<file path="src/rtl/pipe_pkg.sv">
// Shared pipeline definitions: stall vector encoding, per-boundary payload
// layouts (all-zero == NOP) and the decode helpers used by pipe_stage_reg.
package pipe_pkg;

    localparam int   STALL_W  = 6;
    localparam logic STOP     = 1'b1;
    localparam logic NO_STOP  = 1'b0;

    localparam int REG_ADDR_W = 5;
    localparam int DATA_W     = 32;
    localparam int PC_W       = 32;
    localparam int INST_W     = 32;
    localparam int ALU_OP_W   = 8;
    localparam int ALU_SEL_W  = 3;

    // The NOP encoding of every field is zero, so a zeroed payload is a bubble.
    localparam logic [REG_ADDR_W-1:0] NOP_REG_ADDR  = '0;
    localparam logic                  WRITE_DISABLE = 1'b0;
    localparam logic [ALU_OP_W-1:0]   EXE_NOP_OP    = '0;

    typedef struct packed {
        logic [PC_W-1:0]   pc;
        logic [INST_W-1:0] inst;
    } if_id_payload_t;

    typedef struct packed {
        logic [ALU_OP_W-1:0]   aluop;
        logic [ALU_SEL_W-1:0]  alusel;
        logic [DATA_W-1:0]     reg1;
        logic [DATA_W-1:0]     reg2;
        logic [REG_ADDR_W-1:0] wd;
        logic                  wreg;
        logic [PC_W-1:0]       link_addr;
        logic                  is_in_delayslot;
    } id_ex_payload_t;

    typedef struct packed {
        logic [REG_ADDR_W-1:0] wd;
        logic                  wreg;
        logic [DATA_W-1:0]     wdata;
        logic [DATA_W-1:0]     hi;
        logic [DATA_W-1:0]     lo;
        logic                  whilo;
        logic [ALU_OP_W-1:0]   aluop;
    } ex_mem_payload_t;

    typedef struct packed {
        logic [REG_ADDR_W-1:0] wd;
        logic                  wreg;
        logic [DATA_W-1:0]     wdata;
        logic [DATA_W-1:0]     hi;
        logic [DATA_W-1:0]     lo;
        logic                  whilo;
    } mem_wb_payload_t;

    localparam int IF_ID_W  = $bits(if_id_payload_t);
    localparam int ID_EX_W  = $bits(id_ex_payload_t);
    localparam int EX_MEM_W = $bits(ex_mem_payload_t);
    localparam int MEM_WB_W = $bits(mem_wb_payload_t);

    // Only EX carries multi-cycle state ({hilo, cnt}); other boundaries tie it off.
    localparam int IF_ID_SIDE_W  = 1;
    localparam int ID_EX_SIDE_W  = 1;
    localparam int EX_MEM_SIDE_W = 2 * DATA_W + 2;
    localparam int MEM_WB_SIDE_W = 1;

    typedef enum logic [1:0] {
        ST_EMPTY = 2'd0,
        ST_FULL  = 2'd1,
        ST_HELD  = 2'd2
    } stage_state_e;

    typedef enum logic [1:0] {
        ACT_ADVANCE = 2'd0,
        ACT_BUBBLE  = 2'd1,
        ACT_HOLD    = 2'd2,
        ACT_FLUSH   = 2'd3
    } stage_act_e;

    function automatic stage_act_e decode_act(input logic flush,
                                              input logic up_stop,
                                              input logic dn_stop);
        if (flush)
            return ACT_FLUSH;
        else if (up_stop == STOP && dn_stop == NO_STOP)
            return ACT_BUBBLE;
        else if (up_stop == NO_STOP)
            return ACT_ADVANCE;
        else
            return ACT_HOLD;
    endfunction

    function automatic stage_state_e state_view(input logic valid,
                                                input logic held);
        if (!valid)
            return ST_EMPTY;
        else if (held)
            return ST_HELD;
        else
            return ST_FULL;
    endfunction

endpackage

</file>
<file path="src/rtl/sat_counter.sv">
// Saturating up-counter with synchronous clear; clear wins over increment.
module sat_counter #(
    parameter int CNT_W = 16
) (
    input  logic             clk,
    input  logic             rst,
    input  logic             inc,
    input  logic             clr,
    output logic [CNT_W-1:0] count
);

    // NOTE: sequential state uses non-blocking assignments so every flop samples pre-edge values.
    always_ff @(posedge clk) begin
        if (rst)
            count <= '0;
        else if (clr)
            count <= '0;
        else if (inc && count != {CNT_W{1'b1}})
            count <= count + 1'b1;
    end

endmodule

</file>
<file path="src/rtl/pipe_stage_reg.sv">
// Generic pipeline boundary register: payload capture, bubble insertion,
// flush, loop-back side state and bubble/hold performance counters.
module pipe_stage_reg #(
    parameter int PAYLOAD_W = 128,
    parameter int SIDE_W    = 66,
    parameter int STALL_W   = pipe_pkg::STALL_W,
    parameter int STAGE     = 3,
    parameter int CNT_W     = 16
) (
    input  logic                 clk,
    input  logic                 rst,
    input  logic [STALL_W-1:0]   stall,
    input  logic                 flush,
    input  logic                 in_valid,
    input  logic [PAYLOAD_W-1:0] in_payload,
    input  logic [SIDE_W-1:0]    side_i,
    output logic                 out_valid,
    output logic [PAYLOAD_W-1:0] out_payload,
    output logic [SIDE_W-1:0]    side_o,
    output logic [CNT_W-1:0]     bubble_cnt,
    output logic [CNT_W-1:0]     hold_cycles
);

    import pipe_pkg::*;

    if (STAGE < 0 || STAGE >= STALL_W) begin : g_bad_stage
        $error("pipe_stage_reg: STAGE out of range");
    end

    logic       up_stop;
    logic       dn_stop;
    stage_act_e act;

    assign up_stop = stall[STAGE];

    // The last stage has nothing downstream that can stall it.
    if (STAGE < STALL_W - 1) begin : g_dn
        assign dn_stop = stall[STAGE+1];
    end else begin : g_top
        assign dn_stop = NO_STOP;
    end

    // Only two bits of the global stall vector matter to any one boundary.
    logic unused_stall;
    assign unused_stall = ^stall;

    assign act = decode_act(flush, up_stop, dn_stop);

    // NOTE: reset is synchronous and clears every register, payload included, so no X reaches downstream.
    always_ff @(posedge clk) begin
        if (rst) begin
            out_valid   <= 1'b0;
            out_payload <= '0;
            side_o      <= '0;
        end else begin
            unique case (act)
                ACT_FLUSH: begin
                    out_valid   <= 1'b0;
                    out_payload <= '0;
                    side_o      <= '0;
                end
                ACT_BUBBLE: begin
                    out_valid   <= 1'b0;
                    out_payload <= '0;
                    side_o      <= side_i;
                end
                ACT_ADVANCE: begin
                    out_valid   <= in_valid;
                    out_payload <= in_payload;
                    side_o      <= '0;
                end
                ACT_HOLD: begin
                    side_o      <= side_i;
                end
                default: begin
                    out_valid   <= 1'b0;
                    out_payload <= '0;
                    side_o      <= '0;
                end
            endcase
        end
    end

    sat_counter #(.CNT_W(CNT_W)) u_bubble_cnt (
        .clk   (clk),
        .rst   (rst),
        .inc   (act == ACT_BUBBLE),
        .clr   (1'b0),
        .count (bubble_cnt)
    );

    sat_counter #(.CNT_W(CNT_W)) u_hold_cnt (
        .clk   (clk),
        .rst   (rst),
        .inc   (act == ACT_HOLD),
        .clr   (act != ACT_HOLD),
        .count (hold_cycles)
    );

    // Running while downstream stops would overwrite a live entry: controller bug.
    a_ctrl_stall_order: assert property (@(posedge clk) disable iff (rst)
        !(up_stop == NO_STOP && dn_stop == STOP));

endmodule

</file>
<file path="config.mk">
export PLATFORM = sky130hd
export DESIGN_NAME = pipe_stage_reg
export DESIGN_NICKNAME = d
export VERILOG_FILES = /design/src/rtl/pipe_pkg.sv /design/src/rtl/sat_counter.sv /design/src/rtl/pipe_stage_reg.sv
export SDC_FILE = /design/constraint.sdc
export NUM_CORES = 1
export LEC_CHECK = 0
export CORE_AREA = 2 2 166 168
export CTS_BUF_LIST = sky130_fd_sc_hd__clkbuf_16
export CTS_CLUSTER_SIZE = 20
export DETAILED_ROUTE_END_ITERATION = 16
export DIE_AREA = 0 0 168 170
export PLACE_DENSITY = 0.72
export SYNTH_ARGS = -nofsm -noshare
export SYNTH_HDL_FRONTEND = slang
export SYNTH_SLANG_ARGS = --single-unit
export TNS_END_PERCENT = 100
</file>
<file path="constraint.sdc">
create_clock -name clk -period 2.1 [get_ports clk]
set_clock_uncertainty 0.05 [all_clocks]
set_input_delay 0.42 -clock clk [delete_from_list [all_inputs] [get_ports clk]]
set_output_delay 0.42 -clock clk [all_outputs]
set_load 0.005 [all_outputs]
</file>
=== Yosys cells after proc, flatten, opt, wreduce, memory -nomap -nowiden ===
Index checks and enable logic that the tools add are counted.

* Memories: 0
* Bits in writable memories: 0
* ROM bits: 0
* Word-level logic and storage cells: 29
* Bits in registers: 227
* Bits of input ports: 204
* Latch bits: 0

* Multiplexer cells: 6
* Reductions and logical operators: 9
* Shift-type cells: 0
* Div/mod/pow operators: 0
* $lt $le $gt $ge: 0
* Equal/unequal tests: 6
* Add/sub/neg operators: 2
* Multipliers: 0
* Bitwise gates (word level): 1

{| class="wikitable"
|+ Operators with widths
! cell !! count
|-
| 128-bit one-hot mux with 2 select lines || 1
|-
| 66-bit one-hot mux with 2 select lines || 1
|-
| 16-bit by 1-bit adder with 16-bit output (second input constant) || 2
|-
| 16-bit inequality test (second input constant) || 2
|-
| 2-bit OR reduction || 4
|-
| 2-bit two-way mux || 3
|-
| 2-bit == test (second input constant) || 2
|-
| 1-bit logical AND || 3
|-
| 2-bit by 1-bit == test with 1-bit output (second input constant) || 1
|-
| 2-bit zero test || 1
|-
| 2-bit inequality test (second input constant) || 1
|-
| 1-bit one-hot mux with 2 select lines || 1
|-
| 2-bit nonzero test || 1
|-
| 1-bit inverter || 1
|}

=== Logic depth before layout (Yosys ltp) ===
* Word-level depth: 7
* Mapped depth: 5
* Gate-level depth less buffers: 5

=== Hierarchy ===
A second synthesis with hierarchy kept.

* Cell total of the unflattened synthesis: 923
* Area, all modules: 8,730.9 µm²

{| class="wikitable"
|+ By module, submodules not included
! module !! times used !! cells an instance !! area an instance (µm²)
|-
| pipe_stage_reg || 1 || 719 || 6,896.6
|-
| sat_counter || 2 || 102 || 917.1
|}

=== Least setup slack after synthesis ===
Ideal clock, no wire load.

* Kind: reg2reg
* Start point: reg u_hold_cnt.count[6]
* End point: reg u_hold_cnt.count[15]
* Data arrival time: 1.680 ns
* Slack: 0.300 ns
* Required time: 1.980 ns
* Cell stages (with the launch flop): 5
* Library setup time: 0.070 ns
* Cells stage by stage: dfxtp_1 > nand3_4 > or4_4 > or4_1 > a21oi_1

* Longest elaborated chain between the ends: 2

{| class="wikitable"
|+ RTL lines
! item !! RTL line !! RTL
|-
| start, declared || sat_counter.sv:9 || <nowiki>output logic [CNT_W-1:0] count</nowiki>
|-
| start signal, assigned || sat_counter.sv:19 || <nowiki>count <= count + 1'b1;</nowiki>
|-
| branches (longest 2 deep; another with 16-bit by 1-bit adder with 16-bit output) || n/a ||
|}

Parallel ways; which one is timed is not known.
A chain may end at the register's enable or synchronous reset.

=== Final worst setup path ===
* Start point: reg u_hold_cnt.count[6]
* End point: out hold_cycles[6]

{| class="wikitable"
|+ RTL lines
! item !! RTL line !! RTL
|-
| end, declared || pipe_stage_reg.sv:21 || <nowiki>output logic [CNT_W-1:0] hold_cycles</nowiki>
|}

No word-level cell between the ends.

==> impl_metrics.env <==
export IMPL_rsz0062_at_grt="no"
export IMPL_worst_pin_slew_ns=0.521
export IMPL_slew_viol_final=0
export IMPL_path_cells="buf_4, clkdlybuf4s50_1"
export IMPL_period_minus_slack_ns=2.02
export IMPL_r2r_cells=4
export IMPL_ys_async_sr_fraction_pct=0
export IMPL_routed_via_density=4.60
export IMPL_clk_pin_slew_ns=0.06
export IMPL_postCtsSetupRepairBufs=0
export IMPL_vias=6636
export IMPL_synth_top_area_share_pct=62.6
export IMPL_antenna_found_initial=0
export IMPL_ios=431
export IMPL_grt_usage_pct=16.3
export IMPL_rows=60
export IMPL_max_cap_violations=0
export IMPL_synth_area_sq_um=7260
export IMPL_fillers=2380
export IMPL_slew_headroom_pct=65.0
export IMPL_coreArea_sq_um=26700
export IMPL_place_area_sq_um=12400
export IMPL_syn_to_final_growth_pct=80.5
export IMPL_htreeDepth=1
export IMPL_fmax_ghz=0.496
export IMPL_cts_inserted_buffers=25
export IMPL_multi_input_area_sq_um=2570
export IMPL_yosys_warnings=0
export IMPL_cts_root_buf="clkbuf_16"
export IMPL_fin_hold_ws_ns=0.423
export IMPL_drt_iter0_markers=368
export IMPL_rrSetupSlack_ns=0.21
export IMPL_startpoint="u_hold_cnt.count[6]"
export IMPL_fin_nets=1292
export IMPL_syn_num_nets=823
export IMPL_register_area_sq_um=4540
export IMPL_crit_end="hold_cycles[6]"
export IMPL_cp_max_fo=5
export IMPL_synth_seq_cells=227
export IMPL_setup_tns_ns=0
export IMPL_drtAntennaViolNets=0
export IMPL_drive_gt1_share_pct=9.43
export IMPL_cts_hold_buf=0
export IMPL_wl_per_cell_um=17.0
export IMPL_cts_resized=0
export IMPL_hold_viol=0
export IMPL_seq_area_frac_synth_pct=62.6
export IMPL_vdd_drop_max_mv=0.588
export IMPL_grt_pass1_vias=6855
export IMPL_syn_avg_cell_area_sq_um=11.8
export IMPL_p_leak_nw=4.93
export IMPL_drt_wl_total_um=24600
export IMPL_cp_arrival_ns=1.55
export IMPL_synth_edff_count=0
export IMPL_firstDrtPassIters=6
export IMPL_cts_tree="yes"
export IMPL_post_route_period_util_pct=96.1
export IMPL_synthCells=617
export IMPL_die_w_um=168
export IMPL_crit_type="flop to output pin"
export IMPL_yosys_area_top_type="dfxtp_1"
export IMPL_ys_top_cells_by_area="dfxtp_1 63%, a22o_1 16%, and2_1 5.7%"
export IMPL_required_ns=1.63
export IMPL_gr_total_overflow=0
export IMPL_drc=0
export IMPL_startpoint_type="flop"
export IMPL_n_antenna_cell=0
export IMPL_die_y_um=170
export IMPL_dieArea_sq_um=28600
export IMPL_post_place_ws_ns=-0.235
export IMPL_hold_path_class="flop to flop"
export IMPL_clock_latency_ns=0.50
export IMPL_fin_ws_ns=0.0826
export IMPL_slowest_delay_ns=0.50
export IMPL_crit_path_end_kind="output pin"
export IMPL_grt_max_degree=53
export IMPL_setup_viol=0
export IMPL_gp_congestion=0.815
export IMPL_critPathSlowestCell="clkdlybuf4s50_1"
export IMPL_reg2reg_to="u_hold_cnt.count[15]"
export IMPL_powerDensity_nw_per_um2=714
export IMPL_io_buffers=426
export IMPL_stdcell_area_sq_um=13100
export IMPL_hpwl_um=18600
export IMPL_post_route_util_pct=49.2
export IMPL_grt_pass1_wl_um=37600
export IMPL_cts_sinks=227
export IMPL_synthDistinctLibCells=47
export IMPL_status="completed"
export IMPL_synth_top_flop_cell="dfxtp_1"
export IMPL_r2r_start="u_hold_cnt.count[8]"
export IMPL_clk_path_buf_depth=3
export IMPL_start_util_pct=27.2
-- kinds of logic after synthesis --
group / share of synthesized area, %
DFF: 62.6
xor gates and xnor gates: 0.362
muxes: 0.569
buffers and inverters: 2.21
adders and majority gates: 0.345
and+or+nand+nor: 14.2
AOI/OAI and AO/OA: 19.7
-- synth_stat cells (2+ instances only) --
cell,count
o311ai_0,2
nand2_1,15
nand2b_1,4
and2_1,66
xor2_1,3
mux2i_1,3
o21ai_0,14
nor3_1,6
nor2_1,10
and4_1,4
a22o_1,129
or3_1,12
a31oi_1,3
dfxtp_1,227
clkbuf_1,37
o31ai_1,6
nand3_1,6
nor2b_1,2
o21a_1,2
a21oi_1,18
or4_1,7
and3_1,2
nor3b_1,2
nand4_1,13
ha_1,2
-- how the worst min path moves through the flow --
stage	from	end	slack [ns]	cells after the start
detailed placement	out_payload[59]	out_payload[59]	0.40	1
finish	out_payload[75]	out_payload[75]	0.42	1
CTS	side_i[61]	side_o[61]	0.40	2
global route	side_i[41]	side_o[41]	0.42	2
global placement	out_payload[87]	out_payload[87]	0.40	1
floorplan	out_payload[0]	out_payload[0]	0.42	1
-- cell type report --
class | count | share of cell area (%)
flip-flops and latches | 227 | 34.7
inverters | 1 | 0.0286
clock inverters | 19 | 0.945
well taps | 341 | 3.25
multi-input cells | 350 | 19.6
repair buffers | 481 | 36.7
clock buffers | 25 | 4.77
-- report_power, final --
group | total [mW] | internal, mW | switching, mW
clock network | 4.02 | 2.29 | 1.74
registers | 4.47 | 4.42 | 0.0538
logic | 0.867 | 0.626 | 0.241
total | 9.36 | 7.33 | 2.03
-- critical path, delay by kind of cell, from the launching register on --
kind	cells	cell delay (ns)
buffers and inverters	2	0.67
flip-flops	1	0.38
-- through the flow --
stage	std cells	power [mW]
global route	1444	9.68
finish	1444	9.36
detailed placement	1400	5.43
floorplan	617	4.73
CTS	1444	9.49
global placement	1400	5.42
-- layer usage --
| metal | share of wire [%] | GRT usage [%] | vias to the layer above |
|---|---|---|---|
| li1 | - | - | 3225 |
| met1 | 40 | 19.2 | 3115 |
| met2 | 50 | 29.1 | 256 |
| met3 | 6.8 | 4.16 | 40 |
| met4 | 2.3 | 5.10 | 0 |
| met5 | 0 | 0 | - |
-- placed cells by master (no fill, tap or decap), types with 13 or more instances in the layout --
cell / Yosys / routed
dfxtp_1: 227 / 227
clkdlybuf4s50_1: 0 / 426
o21ai_0: 14 / 14
nand4_1: 13 / 13
nand2_1: 15 / 15
a22o_1: 129 / 129
a21oi_1: 18 / 18
and2_1: 66 / 66
clkbuf_16: 0 / 25
buf_4: 0 / 44
-- state kept, by name, indices dropped and copies added, names as in the netlist --
signal	cells
side_o	66
u_bubble_cnt.count	16
out_payload	128
u_hold_cnt.count	16
out_valid	1
No activity file was read; power rests on OpenSTA's default activity.
